--- src/rtl/ram_rd_pkg.sv ---
// ram_rd_pkg: shared definitions for the block RAM burst reader.
//   - ADDR_W_DEF / DATA_W_DEF : default RAM address and data widths.
//   - RD_LAT      : RAM read latency in cycles (1, or 2 with the output register).
//   - FIFO_DEPTH  : skid FIFO depth, RD_LAT+1, enough to absorb every read in flight.
//   - FIFO_CNT_W  : width of a 0..FIFO_DEPTH occupancy count.
//   - state_t     : reader FSM encoding IDLE / READ / DRAIN.
// Build option: define RAM_RD_OUTREG_EN when the RAM output register is enabled.
package ram_rd_pkg;

    localparam int ADDR_W_DEF = 8;
    localparam int DATA_W_DEF = 8;

`ifdef RAM_RD_OUTREG_EN
    localparam int RD_LAT = 2;
`else
    localparam int RD_LAT = 1;
`endif

    localparam int FIFO_DEPTH = RD_LAT + 1;
    localparam int FIFO_CNT_W = $clog2(FIFO_DEPTH + 1);

    typedef enum logic [1:0] {
        IDLE  = 2'd0,
        READ  = 2'd1,
        DRAIN = 2'd2
    } state_t;

endpackage

--- src/rtl/ram_burst_reader_fifo.sv ---
// rd_skid_fifo: small synchronous FIFO holding RAM read data plus the
// end-of-burst tag while the downstream consumer is stalled.
// Ports:
//   clk, rst        : clock, synchronous active-high reset (pointers/count only)
//   push, push_data : write one entry (ignored when full with no pop)
//   pop             : remove head entry (ignored when empty)
//   head            : current head entry (undefined while empty)
//   count, empty    : occupancy and empty flag
// Build option: depth follows FIFO_DEPTH, which tracks RAM_RD_OUTREG_EN.
module rd_skid_fifo
    import ram_rd_pkg::*;
#(
    parameter int DEPTH = FIFO_DEPTH,
    parameter int W     = DATA_W_DEF + 1,
    parameter int CNT_W = $clog2(DEPTH + 1)
) (
    input  logic             clk,
    input  logic             rst,
    input  logic             push,
    input  logic [W-1:0]     push_data,
    input  logic             pop,
    output logic [W-1:0]     head,
    output logic [CNT_W-1:0] count,
    output logic             empty
);

    localparam int PTR_W = (DEPTH > 1) ? $clog2(DEPTH) : 1;

    logic [W-1:0]     mem_q [DEPTH];
    logic [PTR_W-1:0] wr_ptr_q, wr_ptr_d;
    logic [PTR_W-1:0] rd_ptr_q, rd_ptr_d;
    logic [CNT_W-1:0] count_q, count_d;
    logic             do_push, do_pop;

    // Pointers wrap explicitly so non-power-of-two depths work.
    function automatic logic [PTR_W-1:0] ptr_inc(input logic [PTR_W-1:0] p);
        return (p == PTR_W'(DEPTH - 1)) ? '0 : p + PTR_W'(1);
    endfunction

    always_comb begin
        do_pop   = pop && (count_q != '0);
        do_push  = push && ((count_q != CNT_W'(DEPTH)) || do_pop);
        wr_ptr_d = do_push ? ptr_inc(wr_ptr_q) : wr_ptr_q;
        rd_ptr_d = do_pop  ? ptr_inc(rd_ptr_q) : rd_ptr_q;
        count_d  = count_q;
        if (do_push && !do_pop) begin
            count_d = count_q + CNT_W'(1);
        end else if (!do_push && do_pop) begin
            count_d = count_q - CNT_W'(1);
        end
    end

    always_ff @(posedge clk) begin
        if (rst) begin
            wr_ptr_q <= '0;
            rd_ptr_q <= '0;
            count_q  <= '0;
        end else begin
            wr_ptr_q <= wr_ptr_d;
            rd_ptr_q <= rd_ptr_d;
            count_q  <= count_d;
        end
    end

    // Storage is data only; validity is tracked by count_q.
    always_ff @(posedge clk) begin
        if (do_push) begin
            mem_q[wr_ptr_q] <= push_data;
        end
    end

    assign head  = mem_q[rd_ptr_q];
    assign count = count_q;
    assign empty = (count_q == '0);

endmodule

--- src/rtl/ram_burst_reader.sv ---
// ram_burst_reader: read-side burst engine for a simple dual-port block RAM.
// Accepts (start address, length-1) commands, reads the burst through RAM
// port B and streams the bytes out on a valid/ready interface. Reads are
// credit-limited against the skid FIFO so no returning RAM data is lost.
// Ports:
//   clk, rst                      : clock, synchronous active-high reset
//   cmd_valid/cmd_ready           : command handshake (ready only in IDLE)
//   cmd_addr, cmd_len             : burst start address, length minus one
//   enb, addrb, doutb             : RAM port B enable, address, read data
//   m_valid/m_ready, m_data       : output byte stream
//   m_last                        : final byte of the burst
//   busy                          : FSM not IDLE
//   done                          : one-cycle pulse after the last byte handshake
// Build option: RAM_RD_OUTREG_EN selects a 2-cycle RAM read latency.
module ram_burst_reader
    import ram_rd_pkg::*;
#(
    parameter int ADDR_W = ADDR_W_DEF,
    parameter int DATA_W = DATA_W_DEF
) (
    input  logic              clk,
    input  logic              rst,
    input  logic              cmd_valid,
    output logic              cmd_ready,
    input  logic [ADDR_W-1:0] cmd_addr,
    input  logic [ADDR_W-1:0] cmd_len,
    output logic              enb,
    output logic [ADDR_W-1:0] addrb,
    input  logic [DATA_W-1:0] doutb,
    output logic              m_valid,
    input  logic              m_ready,
    output logic [DATA_W-1:0] m_data,
    output logic              m_last,
    output logic              busy,
    output logic              done
);

    state_t              state_q, state_d;
    logic [ADDR_W-1:0]   addr_q, addr_d;
    logic [ADDR_W:0]     rem_q, rem_d;
    logic [RD_LAT-1:0]   inflight_q, inflight_d;
    logic [RD_LAT-1:0]   infl_last_q, infl_last_d;
    logic                done_q, done_d;

    logic                  pop;
    logic [FIFO_CNT_W-1:0] fifo_count;
    logic [FIFO_CNT_W-1:0] inflight_cnt;
    logic [FIFO_CNT_W:0]   credit_used;
    logic                  fifo_empty;
    logic [DATA_W:0]       fifo_head;

    assign pop = m_valid & m_ready;

    always_comb begin
        inflight_cnt = '0;
        for (int i = 0; i < RD_LAT; i++) begin
            inflight_cnt = inflight_cnt + FIFO_CNT_W'(inflight_q[i]);
        end
    end

    // Slots already claimed after this cycle's pop; a new read needs a free one.
    assign credit_used = {1'b0, fifo_count} + {1'b0, inflight_cnt}
                       - {{FIFO_CNT_W{1'b0}}, pop};

    always_comb begin
        state_d   = state_q;
        addr_d    = addr_q;
        rem_d     = rem_q;
        done_d    = 1'b0;
        enb       = 1'b0;
        cmd_ready = 1'b0;
        case (state_q)
            IDLE: begin
                cmd_ready = 1'b1;
                if (cmd_valid) begin
                    addr_d  = cmd_addr;
                    rem_d   = {1'b0, cmd_len} + (ADDR_W + 1)'(1);
                    state_d = READ;
                end
            end
            READ: begin
                if (rem_q != '0 && credit_used < (FIFO_CNT_W + 1)'(FIFO_DEPTH)) begin
                    enb    = 1'b1;
                    addr_d = addr_q + ADDR_W'(1);
                    rem_d  = rem_q - (ADDR_W + 1)'(1);
                    if (rem_q == (ADDR_W + 1)'(1)) begin
                        state_d = DRAIN;
                    end
                end
            end
            DRAIN: begin
                if (pop && m_last) begin
                    state_d = IDLE;
                    done_d  = 1'b1;
                end
            end
            default: state_d = IDLE;
        endcase

        // Issued-read flags (and their end-of-burst tags) age one slot per
        // cycle; the oldest slot lines up with valid doutb.
        inflight_d     = '0;
        infl_last_d    = '0;
        inflight_d[0]  = enb;
        infl_last_d[0] = enb && (rem_q == (ADDR_W + 1)'(1));
        for (int i = 1; i < RD_LAT; i++) begin
            inflight_d[i]  = inflight_q[i-1];
            infl_last_d[i] = infl_last_q[i-1];
        end
    end

    always_ff @(posedge clk) begin
        if (rst) begin
            state_q     <= IDLE;
            addr_q      <= '0;
            rem_q       <= '0;
            inflight_q  <= '0;
            infl_last_q <= '0;
            done_q      <= 1'b0;
        end else begin
            state_q     <= state_d;
            addr_q      <= addr_d;
            rem_q       <= rem_d;
            inflight_q  <= inflight_d;
            infl_last_q <= infl_last_d;
            done_q      <= done_d;
        end
    end

    rd_skid_fifo #(
        .DEPTH (FIFO_DEPTH),
        .W     (DATA_W + 1),
        .CNT_W (FIFO_CNT_W)
    ) u_fifo (
        .clk       (clk),
        .rst       (rst),
        .push      (inflight_q[RD_LAT-1]),
        .push_data ({infl_last_q[RD_LAT-1], doutb}),
        .pop       (pop),
        .head      (fifo_head),
        .count     (fifo_count),
        .empty     (fifo_empty)
    );

    assign addrb   = addr_q;
    assign m_valid = ~fifo_empty;
    // Gate with m_valid so stale FIFO contents never appear on the stream.
    assign m_data  = m_valid ? fifo_head[DATA_W-1:0] : '0;
    assign m_last  = m_valid & fifo_head[DATA_W];
    assign busy    = (state_q != IDLE);
    assign done    = done_q;

endmodule

--- config.mk ---
export PLATFORM = sky130hd
export DESIGN_NAME = ram_burst_reader
export DESIGN_NICKNAME = d
export VERILOG_FILES = /design/src/rtl/ram_rd_pkg.sv /design/src/rtl/ram_burst_reader_fifo.sv /design/src/rtl/ram_burst_reader.sv
export SDC_FILE = /design/constraint.sdc
export NUM_CORES = 1
export LEC_CHECK = 0
export CAP_MARGIN = 10
export CORE_AREA = 4 4 74 76
export CTS_BUF_LIST = sky130_fd_sc_hd__clkbuf_4 sky130_fd_sc_hd__clkbuf_8 sky130_fd_sc_hd__clkbuf_16
export DETAILED_ROUTE_END_ITERATION = 6
export DIE_AREA = 0 0 78 80
export HOLD_SLACK_MARGIN = 0.03
export PLACE_DENSITY = 0.8
export SYNTH_ARGS = -nofsm -noshare
export SYNTH_HDL_FRONTEND = slang
export SYNTH_SLANG_ARGS = --single-unit
--- constraint.sdc ---
create_clock -name clk -period 5.9 [get_ports clk]
set_clock_uncertainty 0.1 [all_clocks]
set_input_delay 0.59 -clock clk [delete_from_list [all_inputs] [get_ports clk]]
set_output_delay 0.59 -clock clk [all_outputs]
set_load 0.005 [all_outputs]
Word-level counts from Yosys, hierarchy flattened
Memories as Yosys holds them, arrays and structs flattened. A register that Yosys moved wholly into a read port is not among the register bits.
Cells that the tools add are included.
{"block": "classes", "n_addsub": 9, "magnitude_cmp": 1, "eq_ne": 8, "muxes": 24, "bitwise": 4, "reduce_logical": 20}
{"operator": "$mux W8", "n": 3}
{"operator": "$mux W9", "n": 2}
{"operator": "$pmux W9 S2", "n": 1}
{"operator": "$pmux W8 S2", "n": 1}
{"operator": "$mux W2", "n": 6}
{"operator": "$mux W1", "n": 10}
{"operator": "$ne A2 B2 Y1 const B", "n": 5}
{"operator": "$add A8 B1 Y9 const B", "n": 1}
{"operator": "$eq A9 B1 Y1 const B", "n": 1}
{"operator": "$reduce_bool A9 Y1", "n": 1}
{"operator": "$sub A9 B1 Y9 const B", "n": 1}
{"operator": "$add A8 B1 Y8 const B", "n": 1}
{"operator": "$reduce_bool A2 Y1", "n": 4}
{"operator": "$logic_and A1 B1 Y1", "n": 7}
{"operator": "$pmux W2 S3", "n": 1}
{"operator": "$logic_not A2 Y1", "n": 2}
{"operator": "$reduce_and A4 Y1", "n": 1}
{"operator": "$add A2 B1 Y3", "n": 1}
{"operator": "$lt A3 B2 Y1 const B", "n": 1}
{"operator": "$reduce_and A3 Y1", "n": 1}
{"operator": "$sub A3 B1 Y3", "n": 1}
{"operator": "$add A1 B1 Y1 const B", "n": 2}
{"operator": "$add A2 B1 Y2 const B", "n": 1}
{"operator": "$and A1 B1 Y1", "n": 2}
{"operator": "7 further kinds", "n": 9}
{"block": "word_totals", "register_bits": 26, "ram_bits": 18, "inputBits": 28, "out_inout_bits": 22, "word_cells": 76, "n_memories": 1}
{"memory": "u_fifo.mem_q", "words": 2, "width": 9, "rd": 1, "rd_ports_with_merged_regs": 1, "wr": 1, "line_no": "ram_burst_reader_fifo.sv:29", "source": "logic [W-1:0] mem_q [DEPTH];"}

Longest topological paths before layout
{"block": "logic_depth", "ltp_word": 10, "depth_mapped": 14, "mapped_depth_nobuf": 12}

Modules after synthesis
Synthesis repeated with hierarchy kept, for this count alone.
{"block": "unflattened", "hier_cells": 243, "area_unflattened_um2": 2401.1}
{"module": "ram_burst_reader", "n_inst": 1, "cells_per_inst": 191, "area_each_um2": 1530.2}
{"module": "rd_skid_fifo", "n_inst": 1, "cells_per_inst": 52, "area_each_um2": 870.8}

Worst setup path before layout
Ideal clock, no wire load.
{"block": "synth_path", "path_type": "reg-to-reg", "start": "register u_fifo.count_q[0] (netlist: u_fifo.count[0])", "end": "register addr_q[4] (netlist: addrb[4])", "arrival_ps": 2645, "required_ps": 5665, "slack_ps": 3020, "path_stages_with_launch": 15, "n_path_buf": 2, "path_cell_list": "dfxtp_1 > clkbuf_1 > nor2_2 > inv_2 > nand2_1 > inv_1 > ha_1 > nand2b_1 > fa_1 > xnor2_1 > and2_1 > a32o_2 > buf_6 > a21oi_1 > a311oi_2"}
{"block": "synth_via", "elab_chain_len": 8, "elab_cells_between_ends": 9}
{"element": "start: declaration", "line_no": "ram_burst_reader_fifo.sv:32", "source": "logic [CNT_W-1:0] count_q, count_d;"}
{"element": "start signal: assignment", "line_no": "ram_burst_reader_fifo.sv:61", "source": "count_q <= count_d;"}
{"element": "$logic_not A2 Y1", "line_no": "ram_burst_reader_fifo.sv:74", "source": "assign empty = (count_q == '0);"}
{"element": "$not A1 Y1", "line_no": "ram_burst_reader.sv:146", "source": "assign m_valid = ~fifo_empty;"}
{"element": "via m_valid", "line_no": "ram_burst_reader.sv:30", "source": "output logic m_valid,"}
{"element": "$and A1 B1 Y1", "line_no": "ram_burst_reader.sv:52", "source": "assign pop = m_valid & m_ready;"}
{"element": "$sub A3 B1 Y3", "line_no": "ram_burst_reader.sv:63", "source": "- {{FIFO_CNT_W{1'b0}}, pop};"}
{"element": "$lt A3 B2 Y1", "line_no": "ram_burst_reader.sv:82", "source": "if (rem_q != '0 && credit_used < (FIFO_CNT_W + 1)'(FIFO_DEPTH)) begin"}
{"element": "$logic_and A1 B1 Y1", "line_no": "ram_burst_reader.sv:82"}
{"element": "$ne A2 B2 Y1 (no line)"}
{"element": "$reduce_and A3 Y1 (no line)"}
{"element": "end signal: assignment", "line_no": "ram_burst_reader.sv:122", "source": "addr_q <= addr_d;"}
{"element": "end: declaration", "line_no": "ram_burst_reader.sv:39", "source": "logic [ADDR_W-1:0] addr_q, addr_d;"}
The timed path passes the listed nets, and every way through them passes these cells.
A chain may end at the register's enable or synchronous reset.

Worst setup path after layout
{"block": "layout_path", "start": "register u_fifo.count_q[1] (netlist: u_fifo.count[1])", "end": "output port enb"}
{"block": "layout_via", "elab_chain_len": 8, "elab_cells_between_ends": 9}
{"element": "branches (longest 3 deep; another with $add A2 B1 Y3)"}
{"element": "$sub A3 B1 Y3 (*)", "line_no": "ram_burst_reader.sv:63"}
{"element": "$lt A3 B2 Y1 (*)", "line_no": "ram_burst_reader.sv:82"}
{"element": "$logic_and A1 B1 Y1 (*)", "line_no": "ram_burst_reader.sv:82"}
{"element": "$mux W1 (*)", "line_no": "ram_burst_reader.sv:82"}
{"element": "$mux W1 (*)", "line_no": "ram_burst_reader.sv:72", "source": "case (state_q)"}
{"element": "end: declaration", "line_no": "ram_burst_reader.sv:27", "source": "output logic enb,"}
Every way passes the cells marked *.

==> results.json <==
{
  "diodes": 0,
  "hpwl_um": 3650,
  "slowest_stage": "clkdlybuf4s50_1",
  "cts.sinks": 45,
  "fillers": 407,
  "syn_inst": 245,
  "cts_max_path_buffers": 2,
  "portBuffers": 49,
  "met3RoutedLength_um": 270,
  "drt_first_iter_violations": 109,
  "clock_latency_ns": 0.30,
  "clock.fmax_mhz": 254,
  "first_global_vias": 1802,
  "p_per_area_nw_per_um2": 382,
  "outcome": "finished clean",
  "setup_viol": 0,
  "vias": 1917,
  "cts_hold_buf": 0,
  "synth-seq-area-share": 0.462,
  "tightest_slew_ns": 1.12,
  "cts-root-buf": "clkbuf_8",
  "cts_tree": "done",
  "clk_pin_slew_ns": 0.09,
  "synth_common_cells": "nor2_1 (28), dfxtp_1 (27), nand2_1 (20), a21oi_1 (18), edfxtp_1 (18)",
  "path_cells": "nor2_2 -> inv_2 -> nand2_1 -> inv_1 -> ha_1 -> nand2b_1 -> fa_1 -> xnor2_1 -> and2_1 -> nand3_1 -> inv_1 -> clkdlybuf4s50_1",
  "min_period_ns": 3.94,
  "post_cts_resized": 0,
  "multi_input_area_um2": 1150,
  "crit_type": "flip-flop to output pin",
  "wl_met1_um": 2280,
  "drc": 0,
  "via_per_inst": 5.37,
  "holdWs_ns": 0.316,
  "numCtsBuffers": 5,
  "holdPathEnd": "u_fifo.mem_q[0][8]$_DFFE_PP_",
  "finalHoldViolCount": 0,
  "drv_slew": 0,
  "gp_congestion": 0.826,
  "die-area_um2": 6240,
  "hp-start": "infl_last_q$_SDFF_PP0_",
  "crit_fanout": 10,
  "crit_required_ns": 5.21,
  "syn2layout_area_growth_pct": 25.9,
  "setup_slack_ns": 1.96,
  "ys_ff_latch": 45,
  "ios": 50,
  "post-synth-top-count-cell": "nor2_1",
  "reg2reg_depth": 12,
  "h-tree-depth": 2,
  "die_w_um": 78,
  "yosys.area.top_type_share": 0.231,
  "start_util": 0.496,
  "pre_cts_ws_ns": 2.11,
  "synth-edff-count": 18,
  "fp.coreArea_um2": 4720,
  "crit_path_start_kind": "flip-flop",
  "yosysTopAreaCell": "dfxtp_1",
  "rsz0062_at_grt": "no",
  "post_cts_buffers": 0,
  "grt_max_degree": 28,
  "min_delay_path_depth": 0,
  "max_stage_delay_ns": 0.50,
  "setup-tns-final_ns": 0,
  "synth_area_leaders": "dfxtp_1 (23%), edfxtp_1 (23%), nor2_1 (4.5%)",
  "leakagePower_nw": 1.02,
  "avgSynthCellArea_um2": 9.56,
  "rr_startpoint": "u_fifo.count[1]$_SDFFE_PP0P_",
  "total_power_mw": 1.12,
  "routedWlPerCell_um": 14.5,
  "synthFlopType": "dfxtp_1",
  "rows": 25,
  "synthesis.area_um2": 2340,
  "drv_cap": 0,
  "critPathArrivalTime_ns": 3.25,
  "seqCellArea_um2": 1080,
  "routed.top_layer": "met4",
  "wl_met2_um": 2620,
  "ys_types": 52,
  "drt_pass1_iterations": 4,
  "grt.total_usage": 0.174,
  "critPathCaptureType": "output pin",
  "r2r_setup_slack_ns": 2.31,
  "ys_async_sr_fraction": 0,
  "drt_wl_total_um": 5180,
  "final_nets": 325,
  "yosys_warnings": 0,
  "gr-total-overflow": 0,
  "antenna_found_initial": 0,
  "cp_common_cell": "inv_1",
  "r2r_end": "addrb[5]$_SDFFE_PP0P_",
  "min_path_type": "flip-flop to flip-flop",
  "synth.net_count": 281,
  "ant_nets": 0,
  "finalCritPeriodShare": 0.668,
  "grt_pass1_wl_um": 8600,
  "drive_gt1_frac": 0.0690,
  "max_slew_margin": 0.250,
  "die_y_um": 80,
  "ir_drop_mv": 0.262
}
final cells by class:
cell class              count  share of cell area
flip-flops and latches     45               0.367
inverters                  10              0.0127
clock inverters             3             0.00849
clock buffers               5              0.0234
well taps                  67              0.0285
multi-input cells         177               0.391
repair buffers             50               0.169
metal layers:
layer / vias to the layer above / global-route usage
met2: 48 / 0.298
met5: - / 0
li1: 979 / -
met3: 2 / 0.0451
met4: 0 / 0.0315
met1: 888 / 0.224
worst max path at each step:
stage | startpoint | to | slack (ns) | cells past startpoint
3_3_place_gp | m_ready | enb | 2.19 | 11
2_1_floorplan | u_fifo.count[0]$_SDFFE_PP0P_ | addrb[4]$_SDFFE_PP0P_ | 3.02 | 14
6_report | u_fifo.count[1]$_SDFFE_PP0P_ | enb | 1.96 | 12
5_1_grt | u_fifo.count[1]$_SDFFE_PP0P_ | enb | 1.68 | 12
4_1_cts | u_fifo.count[1]$_SDFFE_PP0P_ | enb | 1.93 | 12
3_5_place_dp | m_ready | enb | 2.11 | 11
registers in the layout, indices dropped and copies added (netlist names), named ones only:
register / count
done: 1
inflight_q: 1
state_q: 2
u_fifo.wr_ptr_q: 1
u_fifo.mem_q: 18
infl_last_q: 1
u_fifo.count: 2
addrb: 8
u_fifo.rd_ptr_q: 1
rem_q: 9
cell usage in the layout, fill, tap and decap left out, types with 3 or more instances in the layout:
cell type        netlist  routed
nor3_1                 4       4
xnor2_1                7       7
a21oi_1               18      18
inv_1                  9       9
nor4_1                 3       3
o21ai_0                7       7
o211ai_1               4       4
ha_1                   7       7
clkbuf_8               0       5
clkdlybuf4s50_1        0      49
xor2_1                 4       4
nand2_1               20      20
nor2b_1                3       3
dfxtp_1               27      27
a311oi_2               3       3
nand3_1                9       9
o21ai_1               10      10
nand2b_1               4       4
nand4_1                4       4
nor2_1                28      28
mux2i_1               10      10
edfxtp_1              18      18
cells by family after synthesis:
logic type	synth area share
adders and majority gates	0.0460
DFF	0.462
AOI/OAI and AO/OA	0.169
muxes	0.0428
buffers and inverters	0.0460
xor gates and xnor gates	0.0412
and+or+nand+nor	0.193
critical path, delay by kind of cell (launching register included):
| kind | cells | cell delay (ns) |
|---|---|---|
| AND/OR/NAND/NOR | 5 | 1.08 |
| XOR/XNOR | 1 | 0.13 |
| buffers and inverters | 4 | 0.71 |
| adder cells (fa/ha/maj) | 2 | 0.65 |
| flip-flops | 1 | 0.39 |
power breakdown:
group          switching, mW  internal (mW)
sequential            0.0667          0.379
combinational          0.242          0.240
clock                  0.111         0.0855
total                  0.419          0.705
per-stage QoR:
stage	instances	instance area, um^2	utilization
finish	357	2950	0.624
floorplan	245	2340	-
global placement	349	2850	0.604
detailed placement	349	2850	0.604
CTS	357	2950	0.624
global route	357	2950	0.624
Note: power is estimated with default switching activity, not from simulation.
==> variant, RTL diff (config.mk and constraints unchanged) <==
Add a define of `RAM_RD_OUTREG_EN`.
--- a/src/rtl/ram_rd_pkg.sv
+++ b/src/rtl/ram_rd_pkg.sv
@@ -5,6 +5,8 @@
 //   - FIFO_CNT_W  : width of a 0..FIFO_DEPTH occupancy count.
 //   - state_t     : reader FSM encoding IDLE / READ / DRAIN.
 // Build option: define RAM_RD_OUTREG_EN when the RAM output register is enabled.
+`define RAM_RD_OUTREG_EN
+
 package ram_rd_pkg;
 
     localparam int ADDR_W_DEF = 8;
Behaviour: not the same (a bounded check fails within 4 cycles, from zero or initial values and one cycle with rst high).
==> variant against the original RTL <==
- final area is 21% higher
- global-route usage up 3.9 points
- total power increased by 24%
- setup slack got worse by 0.65 ns
- worst hold slack gained 0.042 ns
- core utilization increased by 13 points
- combinational power rose by 11%
- register-to-register slack worse by 0.04 ns
- routed wire length grew 21%
- sequential cell count up 14
- via count increased by 22%
- area after synthesis increased by 21%
==> variant: results (changes against the original RTL) <==
* Outcome: finished, final reports clean
* DP Worst Slack at 1.47 ns (-0.643 ns)
* Largest net degree at the start of global routing at 29 (+3.6%)
* Cts bufs inserted at 9 (+4)
* Post-synth top cells: nor2_1, dfxtp_1, edfxtp_1, a21oi_1, nand2_1
* CP arrival at 3.90 ns (+0.65 ns)
* Post-Syn Nets at 329 (+17%)
* First-pass GRT wire length at 10.5 mm (+22%)
* Final #Nets at 380 (+17%)
* Number of global-route vias before repair at 2222 (+23%)
* 1st-iter DRT viols at 94 (-14%)
* VDD IR-drop max at 0.216 mV (-17%)
* Clk root buf: clkbuf_8
* Reg with most FFs: u_fifo.mem_q
* GRT Total Usage at 0.213 (+0.0391)
* Worst-path clk slew at 0.07 ns (-0.02 ns)
* Pleak at 1.28 nW (+25%)
* Post-synth EDFFs at 27 (+9)
* WHS at 0.357 ns (+0.0416 ns)
* Fraction of layout cells with a size suffix above 1 at 0.0716 (+0.00267)
* IO Port Bufs at 49 (unchanged)
* Post-DR wirelength/cell at 15.0 um (+3.5%)
* Tightest Pin Transition at 0.791 ns (-0.330 ns)
* Synth unique cells at 44 (-15%)
* Vias per std cell at 5.61 (+4.4%)
* Post-DP HPWL at 4.31 mm (+18%)
* Htree depth at 3 (+1)
* Final period util at 0.778 (+0.110)
* Top cells by area, synth: edfxtp_1, dfxtp_1, nor2_1
* Worst R2R Setup Slack at 2.27 ns (-0.04 ns)
==> variant: cell types whose count changed in the layout (fill, tap and decap cells not counted), moves of 4 or more <==
cell / change
o21ai_0: +10
o21ai_1: -10
edfxtp_1: +9
a21oi_1: +8
inv_1: +8
nor2_1: +7
a211oi_1: +5
dfxtp_1: +5
xnor2_1: -5
buf_4: +4
clkbuf_8: +4
clkinv_1: +4
==> variant: critical path, cell delays in order (launching register included) <==
cell	delay [ns]
dfxtp_1	0.36
nor2_1	0.54
nor2b_1	0.17
ha_1	0.32
fa_1	0.36
inv_1	0.08
fa_1	0.41
inv_1	0.06
o21ai_0	0.21
or3_2	0.50
inv_1	0.07
clkdlybuf4s50_1	0.49
==> variant: logic make-up (layout without fill, tap and decap cells) <==
group / Yosys count / after routing / share of synthesized area
muxes: 10 / 10 / 0.0352
AOI/OAI and AO/OA: 75 / 75 / 0.165
DFF: 59 / 59 / 0.510
xor gates and xnor gates: 9 / 9 / 0.0277
adders and majority gates: 8 / 8 / 0.0405
and+or+nand+nor: 101 / 101 / 0.175
buffers and inverters: 31 / 87 / 0.0458
==> variant: final timing paths <==
kind	startpoint	end	depth (start not counted)
max reg2reg	u_fifo.count[0]$_SDFFE_PP0P_	addrb[2]$_SDFFE_PP0P_	12
min reg2reg	infl_last_q[1]$_SDFF_PP0_	u_fifo.mem_q[0][8]$_DFFE_PP_	0
max	u_fifo.count[0]$_SDFFE_PP0P_	enb	11
min	infl_last_q[1]$_SDFF_PP0_	u_fifo.mem_q[0][8]$_DFFE_PP_	0
==> variant: through the flow <==
stage               std cells  instance area, sq um
floorplan                 293                  2840
global placement          400                  3390
detailed placement        400                  3390
CTS                       416                  3550
global route              416                  3550
finish                    416                  3550
==> variant: power by group through the flow <==
stage	registers [W]	clock network, W	logic, W
CTS	0.000559	0.000304	0.000538
floorplan	0.000540	0	0.000346
global placement	0.000564	0	0.000518
detailed placement	0.000566	0	0.000534
global route	0.000569	0.000325	0.000600
finish	0.000560	0.000297	0.000535
==> variant: metal layers <==
layer	up-vias	share of wire	GRT usage
met2	61	0.50	0.363
met5	-	0	0
met3	7	0.054	0.0542
met4	0	0.012	0.0769
li1	1156	-	-
met1	1108	0.43	0.262
==> variant: area by class of cell <==
| type | instances | area [sq um] |
|---|---|---|
| fill | 353 | 1170 |
| clock inverter | 7 | 35.0 |
| timing repair buffer | 54 | 528 |
| clock buffer | 9 | 124 |
| inverter | 17 | 63.8 |
| multi-input combinational | 203 | 1270 |
| sequential | 59 | 1450 |
| tap | 67 | 83.8 |
